--- src/rtl/ldtu_rx_deframer.sv ---
// ldtu_rx_deframer
// Serial receiver and 32-bit word aligner for one LiTE-DTU output lane.
// Shifts in the serial stream (MSB first), hunts for the sync pattern,
// confirms it on LOCK_COUNT consecutive word boundaries, then delivers one
// aligned word every 32 clocks.
//
// Ports:
//   clock      serial bit clock, one bit per rising edge
//   rst_b      synchronous active-low reset
//   serial_in  serial data, first bit is the word MSB
//   pattern    32-bit sync word
//   train      high while the transmitter repeats pattern
//   word_out   last aligned word
//   word_valid one-cycle strobe when word_out updates
//   locked     high in LOCKED state
//   lock_lost  one-cycle pulse on LOCKED -> SEARCH
//   err_cnt    saturating mismatch count (locked and training)
//
// Build option: define LDTU_RX_ERRCNT_EN to implement err_cnt; otherwise
// err_cnt is tied to zero (lock/unlock behaviour is unchanged).
module ldtu_rx_deframer #(
  parameter int LOCK_COUNT    = 4,
  parameter int UNLOCK_MISSES = 3
) (
  input  logic        clock,
  input  logic        rst_b,
  input  logic        serial_in,
  input  logic [31:0] pattern,
  input  logic        train,
  output logic [31:0] word_out,
  output logic        word_valid,
  output logic        locked,
  output logic        lock_lost,
  output logic [7:0]  err_cnt
);

  typedef enum logic [1:0] {SEARCH, CONFIRM, LOCKED} state_t;

  localparam logic [3:0] LOCK_N = 4'(LOCK_COUNT);
  localparam logic [3:0] MISS_N = 4'(UNLOCK_MISSES);

  state_t      state;
  logic [31:0] sr;
  logic [4:0]  bit_cnt;
  logic [3:0]  match_cnt;
  logic [3:0]  miss_cnt;
  logic [31:0] nxt;
  logic        hit;
  logic        boundary;

  // nxt is the word as it will look once this cycle's bit is shifted in
  assign nxt      = {sr[30:0], serial_in};
  assign hit      = (nxt == pattern);
  assign boundary = (bit_cnt == 5'd31);

  always_ff @(posedge clock) begin
    if (!rst_b) begin
      state      <= SEARCH;
      sr         <= '0;
      bit_cnt    <= '0;
      match_cnt  <= '0;
      miss_cnt   <= '0;
      word_out   <= '0;
      word_valid <= 1'b0;
      locked     <= 1'b0;
      lock_lost  <= 1'b0;
    end else begin
      sr         <= nxt;
      bit_cnt    <= bit_cnt + 5'd1;
      word_valid <= 1'b0;
      lock_lost  <= 1'b0;
      case (state)
        SEARCH: begin
          // a match here defines the word boundary: restart the bit counter
          // so the next boundary lands exactly 32 bits later
          if (hit) begin
            bit_cnt   <= '0;
            match_cnt <= 4'd1;
            if (LOCK_N == 4'd1) begin
              state  <= LOCKED;
              locked <= 1'b1;
            end else begin
              state <= CONFIRM;
            end
          end
        end
        CONFIRM: begin
          if (boundary) begin
            if (hit) begin
              if (match_cnt + 4'd1 == LOCK_N) begin
                state     <= LOCKED;
                locked    <= 1'b1;
                match_cnt <= '0;
              end else begin
                match_cnt <= match_cnt + 4'd1;
              end
            end else begin
              state     <= SEARCH;
              match_cnt <= '0;
            end
          end
        end
        LOCKED: begin
          if (boundary) begin
            // the word is delivered even when it is the one that drops lock
            word_out   <= nxt;
            word_valid <= 1'b1;
            if (train) begin
              if (!hit) begin
                if (miss_cnt + 4'd1 == MISS_N) begin
                  state     <= SEARCH;
                  locked    <= 1'b0;
                  lock_lost <= 1'b1;
                  miss_cnt  <= '0;
                end else begin
                  miss_cnt <= miss_cnt + 4'd1;
                end
              end else begin
                miss_cnt <= '0;
              end
            end
          end
        end
        default: state <= SEARCH;
      endcase
    end
  end

`ifdef LDTU_RX_ERRCNT_EN
  logic miss_evt;
  assign miss_evt = (state == LOCKED) && boundary && train && !hit;

  always_ff @(posedge clock) begin
    if (!rst_b)
      err_cnt <= '0;
    else if (miss_evt && err_cnt != 8'hFF)
      err_cnt <= err_cnt + 8'd1;
  end
`else
  assign err_cnt = 8'h00;
`endif

endmodule

--- config.mk ---
export PLATFORM = sky130hd
export DESIGN_NAME = ldtu_rx_deframer
export DESIGN_NICKNAME = d
export VERILOG_FILES = /design/src/rtl/ldtu_rx_deframer.sv
export SDC_FILE = /design/constraint.sdc
export NUM_CORES = 1
export LEC_CHECK = 0
export BUFFER_PORTS_ARGS = -buffer_cell sky130_fd_sc_hd__clkbuf_2
export CORE_AREA = 2 2 87 89
export CTS_BUF_LIST = sky130_fd_sc_hd__clkbuf_16
export CTS_CLUSTER_SIZE = 16
export DETAILED_ROUTE_END_ITERATION = 16
export DIE_AREA = 0 0 89 91
export GPL_ROUTABILITY_DRIVEN = 1
export PLACE_DENSITY_LB_ADDON = 0.12
export SYNTH_ARGS = -nofsm -noshare
export SYNTH_HDL_FRONTEND = slang
export SYNTH_SLANG_ARGS = --single-unit
--- constraint.sdc ---
create_clock -name clock -period 2 [get_ports clock]
set_input_delay 0.3 -clock clock [delete_from_list [all_inputs] [get_ports clock]]
set_output_delay 0.3 -clock clock [all_outputs]
set_load 0.01 [all_outputs]
==> flow_summary.json, run 1 <==
{
  "die_area_mm2": 0.00810,
  "grt_setup_unrepaired": "false",
  "finalCritPeriodShare_pct": 91.9,
  "critPathKind": "reg -> reg",
  "r2r-end": "miss_cnt[0]",
  "cts-root-buf": "clkbuf_16",
  "end_kind": "flop",
  "p_leak_nw": 1.62,
  "first_iter_violations": 89,
  "grt_overflow": 0,
  "cts_setup_buffers": 0,
  "syn_inst": 371,
  "avgSynthCellArea_um2": 9.01,
  "seq_area_frac_synth_pct": 48.5,
  "critPathMaxFanout": 14,
  "powerDensity_mw_per_mm2": 822,
  "async_reset_ff_share_pct": 0,
  "via_per_inst": 4.94,
  "syn_area_mm2": 0.00334,
  "swShare_pct": 21.1,
  "regToRegStartpoint": "bit_cnt[0]",
  "dp_slack_ns": 0.124,
  "worstHoldEndpoint": "word_out[0]",
  "wl_um": 7580,
  "yosys.area.top_type_share_pct": 48.5,
  "hold_viol_final": 0,
  "register_area_mm2": 0.00162,
  "final_nets": 485,
  "yosys.area.top_type": "dfxtp_1",
  "synthTopCellsByArea": "dfxtp_1 49%, xnor2_1 8.9%, nand2_1 8.2%",
  "layout-drive-gt1-share_pct": 23.0,
  "p_comb_share_pct": 4.1,
  "hold_path_startpoint": "serial_in",
  "num_antenna_cells": 0,
  "io_pins": 79,
  "drc": 0,
  "clk_path_buf_depth": 2,
  "fin_skew_ns": 0.00471,
  "finalWeightedCongestion": 0.808,
  "synth_ff_type": "dfxtp_1",
  "grt_pass1_wl_um": 12600,
  "ys_seq_elements": 81,
  "fp-row-count": 31,
  "cts_buffers": 9,
  "hold_buffers": 0,
  "cap_violations": 0,
  "drv_slew": 0,
  "multi_input_comb_area_mm2": 0.00159,
  "fp.dieW_um": 89,
  "numPortBuffers": 70,
  "antenna_found_initial": 0,
  "vdd_drop_max_uv": 488,
  "cts.clk_slew.worst_paths_ns": 0.06,
  "status": "complete, no violations",
  "finalSetupViolCount": 0,
  "reg2reg_depth": 8,
  "ys_types": 45,
  "crit_arrival_ns": 2.06,
  "grt_start_max_net_pins": 46,
  "wl_per_cell_um": 13.9,
  "fmax_mhz": 544,
  "fin_crit_ns": 1.84,
  "clock_latency_ns": 0.33,
  "coreArea_mm2": 0.00714,
  "vias": 2704,
  "cp-start-kind": "flop",
  "postLayoutSetupSlackWorst_ns": 0.161,
  "worst_ep_required_time_ns": 2.22,
  "drtAntennaViolNets": 0,
  "fillCellCount": 652,
  "grt_pass1_vias": 2586,
  "synth_edf_count": 0,
  "track_usage_pct": 20.0,
  "final_core_util_pct": 57.1,
  "p_int_mw": 2.64,
  "h-tree-depth": 3,
  "clkPwrFrac_pct": 47.2,
  "hpwl_um": 5430,
  "switchingPower_mw": 0.707,
  "yosys_warnings": 0,
  "area_growth_syn_to_layout_pct": 21.9,
  "die_height_um": 91,
  "dr.pass1.iters": 4,
  "hold_path_class": "in -> reg",
  "holdPathStages": 3,
  "seq_power_share_pct": 48.8,
  "start_util_pct": 46.8,
  "setup_tns_ns": 0,
  "cts.sinks": 81,
  "cts_tree": "built",
  "reg2reg_slack_ns": 0.16
}
==> layer usage <==
layer  global-route usage [%]  share of wire (%)  routed length, µm  up-vias
li1                         -                  -                  -     1373
met1                     28.4                 49               3740     1251
met2                     29.2                 44               3330       67
met3                     4.73                4.6                346       13
met4                     8.08                2.0                155        0
met5                        0                  0                  0        -
==> power groups by stage <==
stage / clock network [mW] / registers (mW) / logic, mW
global placement: 0 / 1.67 / 0.137
floorplan: 0 / 1.67 / 0.0881
CTS: 1.61 / 1.63 / 0.138
detailed placement: 0 / 1.67 / 0.136
finish: 1.58 / 1.63 / 0.137
global route: 1.69 / 1.63 / 0.154
==> final cells by class <==
| type | instances | area share [%] |
|---|---|---|
| inverters | 6 | 0.553 |
| well taps | 99 | 3.04 |
| repair buffers | 80 | 10.4 |
| multi-input cells | 265 | 39.1 |
| flip-flops and latches | 81 | 39.8 |
| clock inverters | 7 | 1.57 |
| clock buffers | 9 | 5.53 |
==> critical path, stage by stage, from the launching register on <==
cell	delay, ns
dfxtp_1	0.35
ha_1	0.18
and3_1	0.15
ha_1	0.14
and3b_2	0.21
buf_4	0.20
and2_1	0.21
nor3_1	0.06
a41o_1	0.22
==> flip-flops by register name, summed over array words and instances (netlist names) <==
| name | cells |
|---|---|
| lock_lost | 1 |
| bit_cnt | 5 |
| sr | 31 |
| miss_cnt | 4 |
| match_cnt | 4 |
| locked | 1 |
| word_out | 32 |
| word_valid | 1 |
| state | 2 |
==> repair_timing <==
item | in CTS | in global routing
endpoints found under the hold margin | 0 | 0
setup endpoints to repair | 0 | 3
gates resized for setup | 0 | 2
==> synthesized netlist by cell type, types with 2 or more instances <==
| master | n |
|---|---|
| dfxtp_1 | 81 |
| nand2_1 | 73 |
| and2_1 | 37 |
| a21oi_1 | 36 |
| xnor2_1 | 34 |
| clkbuf_1 | 15 |
| buf_4 | 10 |
| nand4_1 | 9 |
| and3_1 | 8 |
| nor2_1 | 7 |
| ha_1 | 6 |
| inv_1 | 6 |
| nand3_1 | 6 |
| nor2b_1 | 3 |
| a2111oi_2 | 2 |
| a211o_1 | 2 |
| a311oi_1 | 2 |
| a31oi_1 | 2 |
| nor3_1 | 2 |
| nor4_2 | 2 |
| o21a_1 | 2 |
| o21ai_0 | 2 |
| o2bb2ai_1 | 2 |
==> layout by cell type (no fill, tap or decap), types with 3 or more instances in the layout <==
| cell | synthesis | final |
|---|---|---|
| clkbuf_16 | 0 | 9 |
| nand3_1 | 6 | 6 |
| nor2_1 | 7 | 7 |
| xnor2_1 | 34 | 34 |
| dfxtp_1 | 81 | 81 |
| and2_1 | 37 | 37 |
| nand4_1 | 9 | 9 |
| a21oi_1 | 36 | 36 |
| nand2_1 | 73 | 72 |
| inv_1 | 6 | 8 |
| and3_1 | 8 | 8 |
| clkbuf_2 | 0 | 70 |
| ha_1 | 6 | 6 |
| nor2b_1 | 3 | 3 |
| buf_4 | 10 | 10 |
| conb_1 | 1 | 8 |
==> kinds of logic (layout without fill, tap and decap cells) <==
| family | count (synthesis) | after routing | share of synthesized area, % |
|---|---|---|---|
| xor+xnor | 35 | 35 | 9.17 |
| buf+inv | 32 | 102 | 4.75 |
| other cells | 1 | 8 | 0.112 |
| flops | 81 | 81 | 48.5 |
| compound gates | 62 | 62 | 12.0 |
| fa+ha+maj | 6 | 6 | 2.25 |
| simple gates | 154 | 154 | 23.2 |
==> worst max-delay path by stage <==
stage	start	to	slack [ns]	cells after the start
floorplan	bit_cnt[0]	miss_cnt[3]	0.08	9
finish	bit_cnt[0]	miss_cnt[0]	0.16	8
CTS	bit_cnt[0]	miss_cnt[3]	0.10	8
detailed placement	bit_cnt[0]	miss_cnt[3]	0.12	8
global placement	bit_cnt[0]	miss_cnt[3]	0.18	8
global route	bit_cnt[0]	miss_cnt[3]	0.008	8
==> per-stage QoR <==
step                cells  power (mW)  hold WS (ns)  cell area [µm²]
floorplan             378        1.75         0.422             3370
global placement      531        1.80         0.438             3780
detailed placement    531        1.80         0.447             3780
CTS                   547        3.38         0.226             4070
global route          547        3.48         0.234             4070
finish                547        3.35         0.233             4070
(Power assumes the default switching activity.)
==> run 2: changes to the inputs <==
--- a/config.mk
+++ b/config.mk
@@ -6,12 +6,13 @@
 export NUM_CORES = 1
 export LEC_CHECK = 0
 export BUFFER_PORTS_ARGS = -buffer_cell sky130_fd_sc_hd__clkbuf_2
-export CORE_AREA = 2 2 87 89
+export CORE_AREA = 2 2 80 82
 export CTS_BUF_LIST = sky130_fd_sc_hd__clkbuf_16
 export CTS_CLUSTER_SIZE = 16
 export DETAILED_ROUTE_END_ITERATION = 16
-export DIE_AREA = 0 0 89 91
+export DIE_AREA = 0 0 82 84
 export GPL_ROUTABILITY_DRIVEN = 1
+export MAX_ROUTING_LAYER = met4
 export PLACE_DENSITY_LB_ADDON = 0.12
 export SYNTH_ARGS = -nofsm -noshare
 export SYNTH_HDL_FRONTEND = slang
==> constraint.sdc (replaced) <==
create_clock -name clock -period 2.2 [get_ports clock]
set_input_delay 0.33 -clock clock [delete_from_list [all_inputs] [get_ports clock]]
set_output_delay 0.33 -clock clock [all_outputs]
set_load 0.01 [all_outputs]
==> run 2 against run 1 <==
Against the previous run:
- cell area barely moved
- die area is 15% lower
- first-iteration DRC count increased by 40%
- largest cell class unchanged
- core utilization is 9.7 points higher
- clock skew up 0.0032 ns
- wire length down 5.5%
- highest routed layer unchanged
- sequential power down 9%
- sequential cell count unchanged
- critical path depth unchanged
- setup slack better by 0.13 ns
==> flow_summary.json, run 2 (same netlist as run 1, synthesis figures left out) <==
{
  "regMostFlops": "word_out",
  "cts_setup_buffers": 0,
  "vdd_drop_max_uv": 465,
  "grt_setup_unrepaired": "false",
  "track_usage_pct": 23.5,
  "finalCritPeriodShare_pct": 86.7,
  "layout_commonest_cell": "dfxtp_1",
  "finalSetupViolCount": 0,
  "antenna_found_initial": 0,
  "num_antenna_cells": 0,
  "grt_overflow": 0,
  "final_core_util_pct": 66.8,
  "postLayoutSetupSlackWorst_ns": 0.292,
  "worst_ep_required_time_ns": 2.48,
  "holdPathStages": 2,
  "via_per_inst": 5.12,
  "cts.clk_slew.worst_paths_ns": 0.06,
  "hpwl_um": 5180,
  "hold_buffers": 0,
  "h-tree-depth": 3,
  "dr.pass1.iters": 6,
  "numPortBuffers": 70,
  "worstPathCellList": "ha_1 > and3_1 > ha_1 > and3b_1 > nand2_1 > or3_1 > a22oi_1 > o21a_1",
  "slowest_delay_ns": 0.38,
  "first_iter_violations": 125,
  "reg2reg_depth": 8,
  "top_regs": "word_out (32), sr (31), bit_cnt (5)",
  "drtAntennaViolNets": 0,
  "grt_pass1_vias": 2496,
  "layout-drive-gt1-share_pct": 22.8,
  "total_power_mw": 3.18,
  "die_area_mm2": 0.00689,
  "start_util_pct": 54.8,
  "fin_cells": 525,
  "cts-root-buf": "clkbuf_16",
  "wl_per_cell_um": 13.6,
  "critPathKind": "reg -> reg",
  "cts_buffers": 9,
  "final_nets": 485,
  "fin_hold_ws_ns": 0.250,
  "setup_tns_ns": 0,
  "io_pins": 79,
  "powerDensity_mw_per_mm2": 781,
  "cap_violations": 0,
  "end_kind": "flop",
  "path_common_cell": "ha_1",
  "cts_tree": "built",
  "vias": 2688,
  "cts.sinks": 81,
  "fin_area_mm2": 0.00407,
  "fin_crit_ns": 1.91,
  "fmax_mhz": 524,
  "wl_um": 7160,
  "post_cts_resized": 0,
  "fin_skew_ns": 0.00796,
  "reg2reg_slack_ns": 0.29,
  "clock_latency_ns": 0.33,
  "area_growth_syn_to_layout_pct": 21.9,
  "finalWeightedCongestion": 0.875,
  "clk_path_buf_depth": 2,
  "die_height_um": 84,
  "hold_viol_final": 0,
  "drc": 0,
  "cpMaxStageDelayCell": "or3_1",
  "largest_register_ffs": 32,
  "critPathMaxFanout": 7,
  "grt_pass1_wl_um": 11900,
  "mostFrequentLayoutCells": "81 x dfxtp_1, 73 x nand2_1, 70 x clkbuf_2",
  "grt_start_max_net_pins": 33,
  "coreArea_mm2": 0.00610,
  "status": "complete, no violations",
  "fp-row-count": 29,
  "p_leak_nw": 1.63,
  "post_dp_cell_area_mm2": 0.00375,
  "drv_slew": 0,
  "crit_arrival_ns": 2.19,
  "cp-start-kind": "flop",
  "place_inst": 509,
  "fp.dieW_um": 82,
  "dp_slack_ns": 0.302,
  "hold_path_class": "in -> reg"
}
==> run 2: changes by cell type in the layout (fill, tap and decap cells not counted), sizes merged <==
cell    before  now
bufinv       1    2
inv          8    7
==> run 2: path summary, 6_finish.rpt <==
check | start | end
setup / recovery | bit_cnt[0] | miss_cnt[3]
hold / removal | serial_in | sr[0]
setup reg to reg | bit_cnt[0] | miss_cnt[3]
hold reg to reg | word_out[28] | word_out[28]
==> run 2: routing by layer <==
| layer | up-vias | share of wire, % | global-route usage [%] |
|---|---|---|---|
| met5 | - | 0 | - |
| met4 | 0 | 1.6 | 7.58 |
| met3 | 12 | 5.5 | 6.06 |
| met2 | 73 | 45 | 34.1 |
| met1 | 1228 | 48 | 32.0 |
| li1 | 1375 | - | - |
==> run 2: power by group <==
group	internal, mW	switching (mW)	total [mW]	leakage (nW)
combinational	0.0579	0.0681	0.126	0.819
clock	0.992	0.577	1.57	0.153
sequential	1.48	0.00813	1.48	0.653
total	2.53	0.653	3.18	1.63
==> run 2: final cells by class <==
type / instances / area (µm²)
Multi-Input combinational cell: 265 / 1590
Timing Repair Buffer: 80 / 425
Sequential cell: 81 / 1620
Clock buffer: 9 / 225
Inverter: 6 / 22.5
Fill cell: 526 / 2020
Tap cell: 77 / 96.3
Clock inverter: 7 / 93.8
==> run 2: critical path: cells and delay by family (launching register included) <==
family | cells | cell delay [ns]
AND/OR/NAND/NOR | 4 | 0.87
flip-flops | 1 | 0.36
adder cells (fa/ha/maj) | 2 | 0.34
AO/OA/AOI/OAI | 2 | 0.28
==> run 3: changes to the inputs <==
--- a/config.mk
+++ b/config.mk
@@ -6,11 +6,11 @@
 export NUM_CORES = 1
 export LEC_CHECK = 0
 export BUFFER_PORTS_ARGS = -buffer_cell sky130_fd_sc_hd__clkbuf_2
-export CORE_AREA = 2 2 80 82
+export CORE_AREA = 3 3 81 83
 export CTS_BUF_LIST = sky130_fd_sc_hd__clkbuf_16
 export CTS_CLUSTER_SIZE = 16
 export DETAILED_ROUTE_END_ITERATION = 16
-export DIE_AREA = 0 0 82 84
+export DIE_AREA = 0 0 84 86
 export GPL_ROUTABILITY_DRIVEN = 1
 export MAX_ROUTING_LAYER = met4
 export PLACE_DENSITY_LB_ADDON = 0.12
==> run 3 against run 2 <==
Against the previous run:
- cell area is 0.77% lower
- combinational power barely moved
- fmax down 5.4%
- critical endpoint is now miss_cnt[0]
- largest power group unchanged
==> flow_summary.json, run 3 (same netlist as run 1, synthesis figures left out) <==
{
  "status": "complete, no violations",
  "multi_input_comb_area_mm2": 0.00159,
  "cts_tree": "built",
  "num_antenna_cells": 0,
  "dr.pass1.iters": 4,
  "critPathKind": "reg -> reg",
  "post_cts_resized": 0,
  "finalCritPeriodShare_pct": 91.7,
  "die_height_um": 86,
  "crit_arrival_ns": 2.24,
  "cts_buffers": 9,
  "reg2reg_depth": 8,
  "numPortBuffers": 70,
  "hold_viol_final": 0,
  "grt_overflow": 0,
  "grt_setup_unrepaired": "false",
  "cap_violations": 0,
  "hpwl_um": 5130,
  "fp-row-count": 28,
  "fin_hold_ws_ns": 0.265,
  "place_inst": 504,
  "antenna_found_initial": 0,
  "fin_cells": 520,
  "cts.clk_slew.worst_paths_ns": 0.06,
  "finalSetupViolCount": 0,
  "vdd_drop_max_uv": 545,
  "clock_latency_ns": 0.33,
  "fin_crit_ns": 2.02,
  "cts-root-buf": "clkbuf_16",
  "grt_start_max_net_pins": 46,
  "mostFrequentLayoutCells": "81 x dfxtp_1, 73 x nand2_1, 70 x clkbuf_2",
  "layout_commonest_cell": "dfxtp_1",
  "cp-start-kind": "flop",
  "wl_um": 7520,
  "vias": 2713,
  "worst_ep_required_time_ns": 2.42,
  "post_dp_cell_area_mm2": 0.00373,
  "grt_pass1_vias": 2667,
  "layout-drive-gt1-share_pct": 22.0,
  "regMostFlops": "word_out",
  "hold_path_startpoint": "serial_in",
  "total_power_mw": 3.15,
  "hold_path_class": "in -> reg",
  "die_area_mm2": 0.00722,
  "r2r-end": "miss_cnt[0]",
  "end_kind": "flop",
  "register_area_mm2": 0.00162,
  "worstHoldEndpoint": "word_out[0]",
  "startpoint": "bit_cnt[0]",
  "fin_area_mm2": 0.00404,
  "h-tree-depth": 3,
  "powerDensity_mw_per_mm2": 779,
  "setup_tns_ns": 0,
  "postLayoutSetupSlackWorst_ns": 0.182,
  "dp_slack_ns": 0.246,
  "start_util_pct": 56.4,
  "drv_slew": 0,
  "finalWeightedCongestion": 0.802,
  "fillCellCount": 489,
  "hold_buffers": 0,
  "fp.dieW_um": 84,
  "drc": 0,
  "track_usage_pct": 22.7,
  "reg2reg_slack_ns": 0.18,
  "fin_skew_ns": 0.00475,
  "final_core_util_pct": 68.3,
  "cts_setup_buffers": 0,
  "regToRegStartpoint": "bit_cnt[0]",
  "largest_register_ffs": 32,
  "holdPathStages": 3,
  "coreArea_mm2": 0.00592,
  "critPathMaxFanout": 33,
  "grt_pass1_wl_um": 12600,
  "wl_per_cell_um": 14.5,
  "area_growth_syn_to_layout_pct": 20.9,
  "via_per_inst": 5.22,
  "clk_path_buf_depth": 2,
  "io_pins": 79,
  "fmax_mhz": 495,
  "final_nets": 482,
  "first_iter_violations": 232,
  "top_regs": "word_out (32), sr (31), bit_cnt (5)",
  "p_leak_nw": 1.61,
  "cts.sinks": 81,
  "drtAntennaViolNets": 0
}
==> run 3: cell count changes in the layout (fill, tap and decap cells not counted), sizes merged <==
| cell | delta |
|---|---|
| inv | +1 |
| clkinvlp | +1 |
| buf | -3 |
| clkinv | -2 |
==> run 3: routing by layer <==
metal / global-route usage, % / up-vias / part of all wire, %
li1: - / 1369 / -
met1: 28.1 / 1241 / 45
met2: 36.3 / 91 / 47
met3: 4.61 / 12 / 5.9
met4: 9.80 / 0 / 1.7
met5: - / - / 0
==> run 3: area by class of cell <==
type	count	share of cell area, %
Clock inverter	7	2.17
Inverter	6	0.557
Tap cell	75	2.32
Sequential cell	81	40.1
Clock buffer	9	5.57
Multi-Input combinational cell	265	39.3
Timing Repair Buffer	77	9.97
==> run 3: worst max-delay path by stage <==
stage | endpoint | cells after the start
after floorplan | miss_cnt[3] | 9
after global placement | miss_cnt[0] | 8
after detailed placement | miss_cnt[0] | 8
after CTS | miss_cnt[0] | 8
after global routing | lock_lost | 8
final | miss_cnt[0] | 8
==> run 3: report_power, final <==
group | internal, mW | switching (mW) | leakage (nW) | total (mW)
logic | 0.0567 | 0.0666 | 0.804 | 0.123
registers | 1.48 | 0.00900 | 0.653 | 1.49
clock network | 0.982 | 0.558 | 0.154 | 1.54
total | 2.52 | 0.633 | 1.61 | 3.15
==> run 3: worst max-delay path, cell delays in order, from the launching register on <==
cell	delay, ns
dfxtp_1	0.36
ha_1	0.19
and3_1	0.15
ha_1	0.17
and3b_1	0.19
buf_4	0.34
and2_1	0.24
nor3_1	0.06
a41o_1	0.21
